===== config.mk =====
export PLATFORM = sky130hd
export DESIGN_NAME = wram_rd_resp
export DESIGN_NICKNAME = d
export VERILOG_FILES = /design/src/rtl/wram_rd_resp.sv
export SDC_FILE = /design/constraint.sdc
export NUM_CORES = 1
export LEC_CHECK = 0
export ABC_AREA = 1
export CAP_MARGIN = 20
export CORE_AREA = 4 4 270 272
export DETAILED_ROUTE_END_ITERATION = 12
export DIE_AREA = 0 0 274 276
export PLACE_DENSITY_LB_ADDON = 0.12
export SETUP_SLACK_MARGIN = 0.3
export SYNTH_ARGS = -nofsm -noshare
export SYNTH_HDL_FRONTEND = slang
export SYNTH_SLANG_ARGS = --single-unit
export TNS_END_PERCENT = 30

===== constraint.sdc =====
create_clock -name clk_i -period 5.7 [get_ports clk_i]
set_clock_uncertainty 0.1 [all_clocks]
set_input_delay 1.71 -clock clk_i [delete_from_list [all_inputs] [get_ports clk_i]]
set_output_delay 1.71 -clock clk_i [all_outputs]
set_load 0.01 [all_outputs]

===== src/rtl/wram_rd_resp.sv =====
// rtl/wram_rd_resp.sv - weight SRAM read responder with in-order read queue and AXI write arbitration
// Reads bypass to the SRAM when idle; writes win unless the queue is full or WR_MAX grants have starved reads.
module wram_rd_resp #(
  parameter int ADDR_WIDTH = 8,
  parameter int RAM_WIDTH  = 128,
  parameter int FIFO_DEPTH = 4,
  parameter int RD_LAT     = 1,
  parameter int WR_MAX     = 4
) (
  input  logic                          clk_i,
  input  logic                          rst_i,
  input  logic                          ram_read_vld_i,
  input  logic [ADDR_WIDTH-1:0]         ram_read_addr_i,
  input  logic                          rd_flush_i,
  input  logic                          wr_vld_i,
  output logic                          wr_rdy_o,
  input  logic [ADDR_WIDTH-1:0]         wr_addr_i,
  input  logic [RAM_WIDTH-1:0]          wr_data_i,
  input  logic [RAM_WIDTH/8-1:0]        wr_strb_i,
  output logic                          sram_cs_o,
  output logic                          sram_we_o,
  output logic [ADDR_WIDTH-1:0]         sram_addr_o,
  output logic [RAM_WIDTH-1:0]          sram_wdata_o,
  output logic [RAM_WIDTH-1:0]          sram_wmask_o,
  input  logic [RAM_WIDTH-1:0]          sram_rdata_i,
  output logic                          ram_buff_alloc_vld_o,
  output logic [ADDR_WIDTH-1:0]         ram_buff_alloc_addr_o,
  output logic [RAM_WIDTH-1:0]          ram_buff_alloc_data_o,
  output logic [$clog2(FIFO_DEPTH):0]   rd_fifo_cnt_o,
  output logic                          rd_busy_o
);

  localparam int PW  = $clog2(FIFO_DEPTH);
  localparam int CW  = PW + 1;
  localparam int WCW = $clog2(WR_MAX + 1);

  typedef enum logic {WR_PRIO = 1'b0, RD_PRIO = 1'b1} arb_e;

  arb_e                  state_q, state_d;
  logic [ADDR_WIDTH-1:0] fifo_q [FIFO_DEPTH];
  logic [PW-1:0]         rd_ptr_q, rd_ptr_d, wr_ptr_q, wr_ptr_d;
  logic [CW-1:0]         cnt_q, cnt_d;
  logic [WCW-1:0]        wr_cnt_q, wr_cnt_d;
  logic [RD_LAT-1:0]     pipe_vld_q, pipe_vld_d;
  logic [ADDR_WIDTH-1:0] pipe_addr_q [RD_LAT];
  logic [ADDR_WIDTH-1:0] pipe_addr_d [RD_LAT];

  logic                  wr_grant, rd_issue, pop, push, bypass, rd_req, fifo_empty;
  logic [ADDR_WIDTH-1:0] rd_addr;

  assign fifo_empty = (cnt_q == '0);
  // A request arriving with a flush belongs to the dropped batch.
  assign rd_req     = ram_read_vld_i & ~rd_flush_i;

  always_ff @(posedge clk_i) begin
    if (rst_i) begin
      state_q    <= WR_PRIO;
      rd_ptr_q   <= '0;
      wr_ptr_q   <= '0;
      cnt_q      <= '0;
      wr_cnt_q   <= '0;
      pipe_vld_q <= '0;
      for (int i = 0; i < RD_LAT; i++) pipe_addr_q[i] <= '0;
    end else begin
      state_q    <= state_d;
      rd_ptr_q   <= rd_ptr_d;
      wr_ptr_q   <= wr_ptr_d;
      cnt_q      <= cnt_d;
      wr_cnt_q   <= wr_cnt_d;
      pipe_vld_q <= pipe_vld_d;
      for (int i = 0; i < RD_LAT; i++) pipe_addr_q[i] <= pipe_addr_d[i];
    end
  end

  always_ff @(posedge clk_i) begin
    if (push) fifo_q[wr_ptr_q] <= ram_read_addr_i;
  end

  always_comb begin
    rd_ptr_d = rd_ptr_q;
    wr_ptr_d = wr_ptr_q;
    cnt_d    = cnt_q;
    wr_cnt_d = wr_cnt_q;
    if (rd_flush_i) begin
      rd_ptr_d = '0;
      wr_ptr_d = '0;
      cnt_d    = '0;
      wr_cnt_d = '0;
    end else begin
      if (pop)  rd_ptr_d = rd_ptr_q + 1'b1;
      if (push) wr_ptr_d = wr_ptr_q + 1'b1;
      case ({push, pop})
        2'b10:   cnt_d = cnt_q + 1'b1;
        2'b01:   cnt_d = cnt_q - 1'b1;
        default: cnt_d = cnt_q;
      endcase
      if (rd_issue || fifo_empty) wr_cnt_d = '0;
      else if (wr_grant)          wr_cnt_d = wr_cnt_q + 1'b1;
    end
    if (cnt_d == CW'(FIFO_DEPTH) || (wr_cnt_d == WCW'(WR_MAX) && cnt_d != '0))
      state_d = RD_PRIO;
    else
      state_d = WR_PRIO;
  end

  always_comb begin
    wr_grant = 1'b0;
    rd_issue = 1'b0;
    pop      = 1'b0;
    bypass   = 1'b0;
    rd_addr  = '0;
    if (!rst_i) begin
      if (state_q == RD_PRIO) begin
        if (!rd_flush_i) begin
          rd_issue = 1'b1;
          pop      = 1'b1;
          rd_addr  = fifo_q[rd_ptr_q];
        end
      end else if (wr_vld_i) begin
        wr_grant = 1'b1;
      end else if (!fifo_empty && !rd_flush_i) begin
        rd_issue = 1'b1;
        pop      = 1'b1;
        rd_addr  = fifo_q[rd_ptr_q];
      end else if (fifo_empty && rd_req) begin
        rd_issue = 1'b1;
        bypass   = 1'b1;
        rd_addr  = ram_read_addr_i;
      end
    end
  end

  assign push = rd_req & ~bypass & ~rst_i;

  always_comb begin
    pipe_vld_d     = '0;
    pipe_vld_d[0]  = rd_issue;
    pipe_addr_d[0] = rd_addr;
    for (int i = 1; i < RD_LAT; i++) begin
      pipe_vld_d[i]  = pipe_vld_q[i-1] & ~rd_flush_i;
      pipe_addr_d[i] = pipe_addr_q[i-1];
    end
  end

  always_comb begin
    wr_rdy_o     = ~rst_i & (state_q == WR_PRIO);
    sram_cs_o    = wr_grant | rd_issue;
    sram_we_o    = wr_grant;
    sram_addr_o  = wr_grant ? wr_addr_i : rd_addr;
    sram_wdata_o = wr_grant ? wr_data_i : '0;
    sram_wmask_o = '0;
    for (int i = 0; i < RAM_WIDTH/8; i++)
      sram_wmask_o[8*i +: 8] = {8{wr_grant & wr_strb_i[i]}};
    // Lines already in flight when a flush arrives are suppressed at the output.
    ram_buff_alloc_vld_o  = pipe_vld_q[RD_LAT-1] & ~rst_i & ~rd_flush_i;
    ram_buff_alloc_addr_o = ram_buff_alloc_vld_o ? pipe_addr_q[RD_LAT-1] : '0;
    ram_buff_alloc_data_o = ram_buff_alloc_vld_o ? sram_rdata_i : '0;
    rd_fifo_cnt_o         = rst_i ? '0 : cnt_q;
    rd_busy_o             = ~rst_i & (~fifo_empty | (|pipe_vld_q));
  end

endmodule

==> results.sh, run 1 <==
export IMPL_status="complete, no violations"
export IMPL_num_rows=98
export IMPL_ys_seq_area_share_pct=23.1
export IMPL_grt_pass1_wl_mm=63.1
export IMPL_yosys_warnings=0
export IMPL_p_leak_nw=7.35
export IMPL_grt_max_degree=42
export IMPL_drc_errors=0
export IMPL_synth_top_area_cell="inv_1"
export IMPL_port_buffers=700
export IMPL_coreArea_um2=70800
export IMPL_chipHeight_um=276
export IMPL_first_pass_iters=4
export IMPL_arrival_ps=3750
export IMPL_cts_tree="done"
export IMPL_cap_viol_max_count=0
export IMPL_synth_top_cell_area_share_pct=18.8
export IMPL_dp_slack_ps=-6.57
export IMPL_finalHoldViolations=0
export IMPL_area_delta_synth_final_pct=134
export IMPL_path_clk_slew_ps=80
export IMPL_synth_area_um2=6070
export IMPL_chipWidth_um=274
export IMPL_synth_compound_area_share_pct=5.48
export IMPL_clockBufferDepth=2
export IMPL_rsz0062_at_grt="yes"
export IMPL_overflow=0
export IMPL_wl_per_cell_um=19.2
export IMPL_dieArea_um2=75600
export IMPL_syn_area_per_cell_um2=6.33
export IMPL_vdd_drop_max_v=0.000101
export IMPL_clock_sinks=54
export IMPL_layout_setup_ws_ps=145
export IMPL_start_util_pct=8.59
export IMPL_period_minus_slack_ps=5560
export IMPL_synth_fp_nets=1260
export IMPL_vias_per_cell=2.95
export IMPL_yosys_area_share_simple_pct=31.5
export IMPL_htree_levels=2
export IMPL_antenna_found_initial=7
export IMPL_totalWireLength_mm=48.7
export IMPL_synthAdderAreaFrac_pct=1.57
export IMPL_start_kind="input pin"
export IMPL_path_max_fanout=23
export IMPL_critPathTopFamily="buffers and inverters"
export IMPL_hp_class="reg -> reg"
export IMPL_cpMaxStageDelayCell="clkdlybuf4s50_1"
export IMPL_drt_initial_drc_count=238
export IMPL_placed_cells=2510
export IMPL_clock_latency_ps=310
export IMPL_slowest_delay_ps=630
export IMPL_ios=701
export IMPL_synth_top_family_by_area="buffers and inverters"
export IMPL_max_slew_margin_pct=38.8
export IMPL_tightestPinTransition_ps=914
export IMPL_finalNonFillerCells=2535
export IMPL_nNetsFinal=1882
export IMPL_grt_pass1_vias=7542
export IMPL_path_cells="clkdlybuf4s50_1 > buf_4 > nor2_8 > nand2_8 > buf_12 > nor2_1 > clkdlybuf4s50_1"
export IMPL_synth_distinct_cells=30
export IMPL_utilization_pct=20.1
export IMPL_finalSetupViolCount=0
export IMPL_synthXorXnorAreaFrac_pct=0.412
export IMPL_power_mw=1.46
export IMPL_root_buffer="clkbuf_16"
export IMPL_synthTopCellsByArea="inv_1 (19%), nor2_1 (16%), edfxtp_1 (16%)"
export IMPL_max_freq_ghz=0.180
export IMPL_muxShareOfSynthArea_pct=0
export IMPL_critPathRequiredTime_ps=3890
export IMPL_cellPowerDensity_nw_per_um2=102
export IMPL_grt_usage_pct=11.7
export IMPL_period_share_pct=97.5
export IMPL_drtAntennaViolNets=0
export IMPL_critPathKind="in -> out"
export IMPL_cts_hold_buf=0
export IMPL_dp_hpwl_mm=42.5
export IMPL_cts_buffers=5
export IMPL_slew_viol_final=0
export IMPL_drive_gt1_share_pct=10.6
export IMPL_place_congestion=0.843
export IMPL_synth_ff_latch_count=54
export IMPL_cp_end_kind="output pin"
export IMPL_crit_top_cell="clkdlybuf4s50_1"
export IMPL_vias=7486
export IMPL_syn_inst=960
export IMPL_worst_path_buf_inv=4
layout make-up:
cell class                 instances  area (um^2)
fill                            8021        56500
timing repair buffer             760         7830
multi-input combinational        449         2440
sequential                        54         1400
tap                              950         1190
inverter                         312         1180
clock buffer                       5          125
clock inverter                     3         47.5
antenna                            2         5.00
kinds of logic after synthesis:
logic type | count (synthesis)
buffers and inverters | 460
AND/OR/NAND/NOR | 377
AO/OA/AOI/OAI | 60
flip-flops | 54
adder cells (fa/ha/maj) | 7
XOR/XNOR | 2
flip-flops by register name, indices dropped and copies added (netlist names), named ones only:
register	count
fifo_q	32
pipe_addr_q	8
rd_ptr_q	2
cnt_q	3
state_q	1
wr_ptr_q	2
wr_cnt_q	3
pipe_vld_q	1
through the flow:
| stage | hold slack, ps | area, um^2 | TNS [ps] |
|---|---|---|---|
| floorplan | 341 | 6070 | 0 |
| global placement | 381 | 13700 | -12.3 |
| detailed placement | 377 | 13700 | -6.57 |
| CTS | 392 | 13900 | 0 |
| global route | 420 | 14200 | 0 |
| finish | 383 | 14200 | 0 |
placed cells by master (no fill, tap or decap), types with 2 or more instances in the layout:
cell	count
nor2_4	54
a21oi_1	14
dlygate4sd2_1	30
buf_4	48
nor2_2	9
dfxtp_1	22
nand3_1	4
edfxtp_1	32
nand2_4	6
ha_1	6
inv_2	4
nand2_1	36
buf_6	4
nand2_8	2
clkbuf_16	8
nand2_2	7
diode_2	2
o21ai_1	18
o22a_1	8
clkdlybuf4s50_1	598
buf_16	2
dlymetal6s2s_1	62
inv_1	305
o21ai_0	18
nor2_1	258
buf_12	12
worst min-delay path, delay by kind of cell, from the launching register on:
kind	cells	cell delay (ps)
buffers and inverters	1	60
AO/OA/AOI/OAI	1	70
flip-flops	1	300
power by group:
part,internal [mW],switching (mW)
combinational,0.380,0.283
clock,0.210,0.162
sequential,0.417,0.00331
total,1.01,0.448
routing by layer:
metal  vias to the layer above  wire length [um]  global-route usage, %
met5                         -                23                      0
met4                         4               786                   2.01
met3                        37              3820                   3.12
met2                       312             23800                   21.0
met1                      3335             20300                   14.2
li1                       3798                 -                      -
Yosys cell counts:
library cell and instances:
a21oi_1 14, buf_12 5, buf_2 24, buf_4 114, buf_6 5, clkinv_2 1
dfxtp_1 22, edfxtp_1 32, fa_1 1, ha_1 6, inv_1 305, inv_2 5
inv_6 1, nand2_1 37, nand2_2 7, nand2_4 4, nand3_1 4, nand3_2 1
nand4_2 1, nor2_1 265, nor2_2 2, nor2_4 54, nor2_8 1, nor3_1 1
o21ai_0 21, o21ai_1 16, o21bai_1 1, o22a_1 8, xor2_1 1, xor2_2 1
repair_timing:
| item | CTS | global route |
|---|---|---|
| resized for setup | 35 | 78 |
| buffers inserted | 5 | 3 |
| endpoints found under the setup margin | 348 | 350 |
| pin swaps | 1 | 2 |
| cloned | 3 | 4 |
worst paths after layout:
kind         slack, ps        start  cells past startpoint                to
max                140        rst_i                      7  sram_wdata_o[64]
min                380  rd_ptr_q[1]                      2       rd_ptr_q[1]
max reg2reg       2710      state_q                     15           state_q
min reg2reg        380  rd_ptr_q[1]                      2       rd_ptr_q[1]
(Power assumes the default switching activity.)
==> inputs of run 2 (changes only) <==
CORE_AREA = 4 4 272 274   (was 4 4 270 272)
DIE_AREA = 0 0 276 278   (was 0 0 274 276)
clock period = 6.1 ns   (was 5.7 ns; I/O delays follow)
==> run 2 against run 1 <==
Against the previous run:
- die area up 1.5%
- sequential cell count unchanged
- register-to-register slack better by 330 ps
- combinational power down 6.0%
- sequential power down 6.4%
- critical path type unchanged
- critical endpoint is now ram_buff_alloc_data_o[93]
==> results.sh, run 2 (synthesis gave the netlist of run 1 again) <==
export IMPL_clock_latency_ps=310
export IMPL_port_buffers=700
export IMPL_start_kind="input pin"
export IMPL_p_leak_nw=6.28
export IMPL_regMostFlops="fifo_q"
export IMPL_coreArea_um2=71400
export IMPL_ios=701
export IMPL_slowest_delay_ps=630
export IMPL_wl_met3_mm=3.19
export IMPL_totalWireLength_mm=52.3
export IMPL_arrival_ps=3900
export IMPL_whs_ps=374
export IMPL_drt_initial_drc_count=287
export IMPL_layout_cells_most_common="clkdlybuf4s50_1"
export IMPL_drc_errors=0
export IMPL_critPathRequiredTime_ps=4170
export IMPL_status="complete, no violations"
export IMPL_wl_met2_mm=27.4
export IMPL_path_cells="clkdlybuf4s50_1 > buf_4 > nor2_4 > buf_12 > buf_12 > nand2_4 > buf_12 > nor2_1 > clkdlybuf4s50_1"
export IMPL_nNetsFinal=1867
export IMPL_clockBufferDepth=2
export IMPL_finalSetupViolCount=0
export IMPL_overflow=0
export IMPL_period_share_pct=95.5
export IMPL_rsz0062_at_grt="yes"
export IMPL_critPathKind="in -> out"
export IMPL_crit_top_cell="buf_12"
export IMPL_clock_sinks=54
export IMPL_max_slew_margin_pct=37.4
export IMPL_top_regs="fifo_q (32), pipe_addr_q (8)"
export IMPL_cellPowerDensity_nw_per_um2=95.7
export IMPL_topRoutingLayerUsed="met5"
export IMPL_area_delta_synth_final_pct=130
export IMPL_period_minus_slack_ps=5830
export IMPL_htree_levels=2
export IMPL_grt_usage_pct=12.7
export IMPL_root_buffer="clkbuf_16"
export IMPL_finalNonFillerCells=2522
export IMPL_wl_per_cell_um=20.8
export IMPL_chipHeight_um=278
export IMPL_antenna_found_initial=15
export IMPL_path_max_fanout=20
export IMPL_largest_reg_flops=32
export IMPL_start_util_pct=8.51
export IMPL_vias=7545
export IMPL_grt_pass1_wl_mm=69.4
export IMPL_first_pass_iters=4
export IMPL_drive_gt1_share_pct=9.38
export IMPL_setup_tns_ps=0
export IMPL_drt_met1_wl_mm=21.5
export IMPL_cts_tree="done"
export IMPL_tightestPinTransition_ps=935
export IMPL_dp_hpwl_mm=46.4
export IMPL_layout_setup_ws_ps=274
export IMPL_grt_pass1_vias=7660
export IMPL_cp_end_kind="output pin"
export IMPL_dp_slack_ps=145
export IMPL_finalHoldViolations=0
export IMPL_slew_viol_final=0
export IMPL_grt_max_degree=39
export IMPL_placed_cells=2498
export IMPL_path_clk_slew_ps=80
export IMPL_vias_per_cell=2.99
export IMPL_cpMaxStageDelayCell="clkdlybuf4s50_1"
export IMPL_hp_class="reg -> reg"
export IMPL_cts_buffers=5
export IMPL_place_congestion=0.851
export IMPL_final_cell_mix="clkdlybuf4s50_1 (670), inv_1 (305), nor2_1 (265), nor2_4 (54), buf_4 (38)"
export IMPL_num_rows=98
export IMPL_drtAntennaViolNets=0
export IMPL_dieArea_um2=76700
export IMPL_cap_viol_max_count=0
export IMPL_max_freq_ghz=0.172
export IMPL_chipWidth_um=276
export IMPL_vdd_drop_max_v=0.0000977
## run 2: worst paths after layout
kind	to	startpoint	cells past startpoint	slack (ps)
worst max-delay path	ram_buff_alloc_data_o[93]	rd_flush_i	9	270
worst min-delay path	flop	rd_ptr_q[1]	2	370
worst max register to register	state_q	state_q	14	3040
worst min register to register	flop	rd_ptr_q[1]	2	370
## run 2: repair_timing
action                     CTS  global route
setup buffers                1             4
gates cloned                 5             2
pin swaps                    2             0
resized for setup           16             9
hold buffers                 0             0
setup endpoints to repair  178           113
## run 2: final cells by class
cell class                      count  area, um^2
Multi-Input combinational cell    449        2420
Antenna cell                        4        10.0
Inverter                          312        1180
Clock inverter                      3        28.8
Sequential cell                    54        1400
Fill cell                        8100       57400
Timing Repair Buffer              745        7600
Clock buffer                        5         125
Tap cell                          950        1190
## run 2: worst max-delay path: cells and delay by family
| kind | cells | cell delay, ps |
|---|---|---|
| buffers and inverters | 6 | 1730 |
| AND/OR/NAND/NOR | 3 | 320 |
## run 2: metrics by stage
step | util (%) | total power, mW | instance area (um^2)
finish | 19.6 | 1.34 | 14000
global route | 19.5 | 1.40 | 13900
CTS | 19.4 | 1.36 | 13800
detailed placement | 19.0 | 1.02 | 13500
global placement | 19.0 | 1.02 | 13500
floorplan | - | 0.622 | 6070
## run 2: power by group
part	switching (mW)	internal, mW	total, mW
sequential	0.00306	0.390	0.393
combinational	0.263	0.360	0.623
clock	0.162	0.158	0.320
## run 2: routing by layer
| metal | vias to the layer above | global-route usage (%) |
|---|---|---|
| li1 | 3771 | - |
| met1 | 3457 | 15.0 |
| met2 | 287 | 24.1 |
| met3 | 26 | 3.42 |
| met4 | 4 | 0.788 |
| met5 | - | 0 |
==> inputs of run 3 (changes only) <==
PLACE_DENSITY_LB_ADDON = not set   (was 0.12)
SLEW_MARGIN = 20   (was not set)
==> run 3 against run 2 <==
Against the previous run:
- worst setup slack improved by 160 ps
- sequential power barely moved
- combinational power fell by 3.9%
- routed wire length fell by 21%
- final cell count fell by 0.36%
- critical path depth rose by 1
- total power fell by 1.0%
- clock power rose by 4%
- via count rose by 1.2%
- global-route usage fell by 2.7 points
- count of clock-buffer cells in the layout did not move
- register-to-register slack improved by 310 ps
- largest cell class unchanged
==> results.sh, run 3 (synthesis gave the netlist of run 1 again) <==
export IMPL_area_delta_synth_final_pct=127
export IMPL_drive_gt1_share_pct=9.04
export IMPL_totalWireLength_mm=41.5
export IMPL_finalHoldViolations=0
export IMPL_grt_usage_pct=10.0
export IMPL_critPathRequiredTime_ps=4170
export IMPL_slowest_delay_ps=540
export IMPL_period_share_pct=92.9
export IMPL_start_kind="input pin"
export IMPL_chipWidth_um=276
export IMPL_tightestPinTransition_ps=870
export IMPL_port_buffers=700
export IMPL_nNetsFinal=1859
export IMPL_first_pass_iters=4
export IMPL_p_leak_nw=6.05
export IMPL_clock_latency_ps=290
export IMPL_cpMaxStageDelayCell="clkdlybuf4s50_1"
export IMPL_grt_pass1_wl_mm=56.6
export IMPL_vias_per_cell=3.04
export IMPL_root_buffer="clkbuf_16"
export IMPL_path_cells="clkdlybuf4s50_1 > nand2_1 > nor2_2 > nand3_2 > inv_4 > a21oi_1 > o21ai_1 > nand2_2 > nand2_1 > clkdlybuf4s50_1"
export IMPL_period_minus_slack_ps=5670
export IMPL_dieArea_um2=76700
export IMPL_critPathTopFamily="buffers and inverters"
export IMPL_cts_buffers=5
export IMPL_regMostFlops="fifo_q"
export IMPL_cellPowerDensity_nw_per_um2=96.0
export IMPL_max_freq_ghz=0.176
export IMPL_hp_class="reg -> reg"
export IMPL_overflow=0
export IMPL_drc_errors=0
export IMPL_grt_pass1_vias=7920
export IMPL_dp_hpwl_mm=38.0
export IMPL_slew_viol_final=0
export IMPL_place_congestion=0.847
export IMPL_cp_end_kind="output pin"
export IMPL_arrival_ps=3740
export IMPL_max_slew_margin_pct=41.8
export IMPL_cts_hold_buf=0
export IMPL_cts_tree="done"
export IMPL_cap_viol_max_count=0
export IMPL_layout_cells_most_common="clkdlybuf4s50_1"
export IMPL_antenna_found_initial=18
export IMPL_path_clk_slew_ps=70
export IMPL_critPathKind="in -> out"
export IMPL_whs_ps=381
export IMPL_setup_tns_ps=0
export IMPL_status="complete, no violations"
export IMPL_drt_initial_drc_count=218
export IMPL_path_max_fanout=9
export IMPL_finalSetupViolCount=0
export IMPL_rsz0062_at_grt="no"
export IMPL_clock_sinks=54
export IMPL_largest_reg_flops=32
export IMPL_clockBufferDepth=2
export IMPL_start_util_pct=8.51
export IMPL_final_cell_mix="clkdlybuf4s50_1 (686), inv_1 (305), nor2_1 (265), nor2_4 (54), buf_4 (38)"
export IMPL_vdd_drop_max_v=0.0000978
export IMPL_top_regs="fifo_q (32), pipe_addr_q (8)"
export IMPL_worst_path_buf_inv=3
export IMPL_vias=7637
export IMPL_grt_max_degree=41
export IMPL_wl_per_cell_um=16.5
export IMPL_coreArea_um2=71400
export IMPL_htree_levels=2
export IMPL_power_mw=1.32
export IMPL_drtAntennaViolNets=0
export IMPL_num_rows=98
export IMPL_chipHeight_um=278
export IMPL_ios=701
run 3: cell count changes in the layout (fill, tap and decap cells not counted), moves of 3 or more:
| cell | before | now |
|---|---|---|
| clkdlybuf4s50_1 | 670 | 686 |
| dlygate4sd2_1 | 13 | 1 |
| buf_16 | 3 | 0 |
| dlymetal6s2s_1 | 5 | 2 |
| nand2_1 | 36 | 33 |
| nand2_2 | 7 | 10 |
run 3: final cells by class:
| class | count | area [um^2] |
|---|---|---|
| antenna | 3 | 7.51 |
| clock buffer | 5 | 125 |
| clock inverter | 3 | 47.5 |
| fill | 8054 | 57600 |
| inverter | 312 | 1180 |
| multi-input combinational | 446 | 2390 |
| sequential | 54 | 1400 |
| tap | 950 | 1190 |
| timing repair buffer | 740 | 7450 |
run 3: per-layer routing:
metal | GRT usage [%] | wire [um] | up-vias
li1 | - | - | 3748
met1 | 10.9 | 15600 | 3332
met2 | 18.6 | 21000 | 509
met3 | 3.79 | 4220 | 46
met4 | 2.13 | 785 | 2
met5 | 0 | 10 | -
run 3: path summary, 6_finish.rpt:
check / from / depth (start not counted) / slack, ps / endpoint
setup reg to reg: state_q / 13 / 3350 / state_q
hold / removal: rd_ptr_q[1] / 2 / 380 / rd_ptr_q[1]
hold reg to reg: rd_ptr_q[1] / 2 / 380 / rd_ptr_q[1]
setup / recovery: ram_read_vld_i / 10 / 430 / sram_addr_o[3]
run 3: tightest hold or removal path, delay by kind of cell, from the launching register on:
family,cells,cell delay [ps]
AO/OA/AOI/OAI,1,70
buffers and inverters,1,60
flip-flops,1,300
run 3: where the power goes:
part,internal [mW],switching (mW)
Combinational,0.352,0.247
Sequential,0.390,0.00205
Clock,0.196,0.136
run 3: stage by stage:
step                      area (um^2)  util (%)  std cells  setup WS [ps]
after global routing            13800      19.3       2513            299
after global placement          13600      19.0       2501            174
after detailed placement        13600      19.0       2501            194
after floorplan                  6070         -        960           1090
after CTS                       13800      19.3       2509            214
final                           13800      19.3       2513            431
run 3: repair_timing:
item	4_1_cts	5_1_grt
buffers inserted	0	1
pin swaps	0	0
endpoints found under the setup margin	113	87
resized for setup	1	6
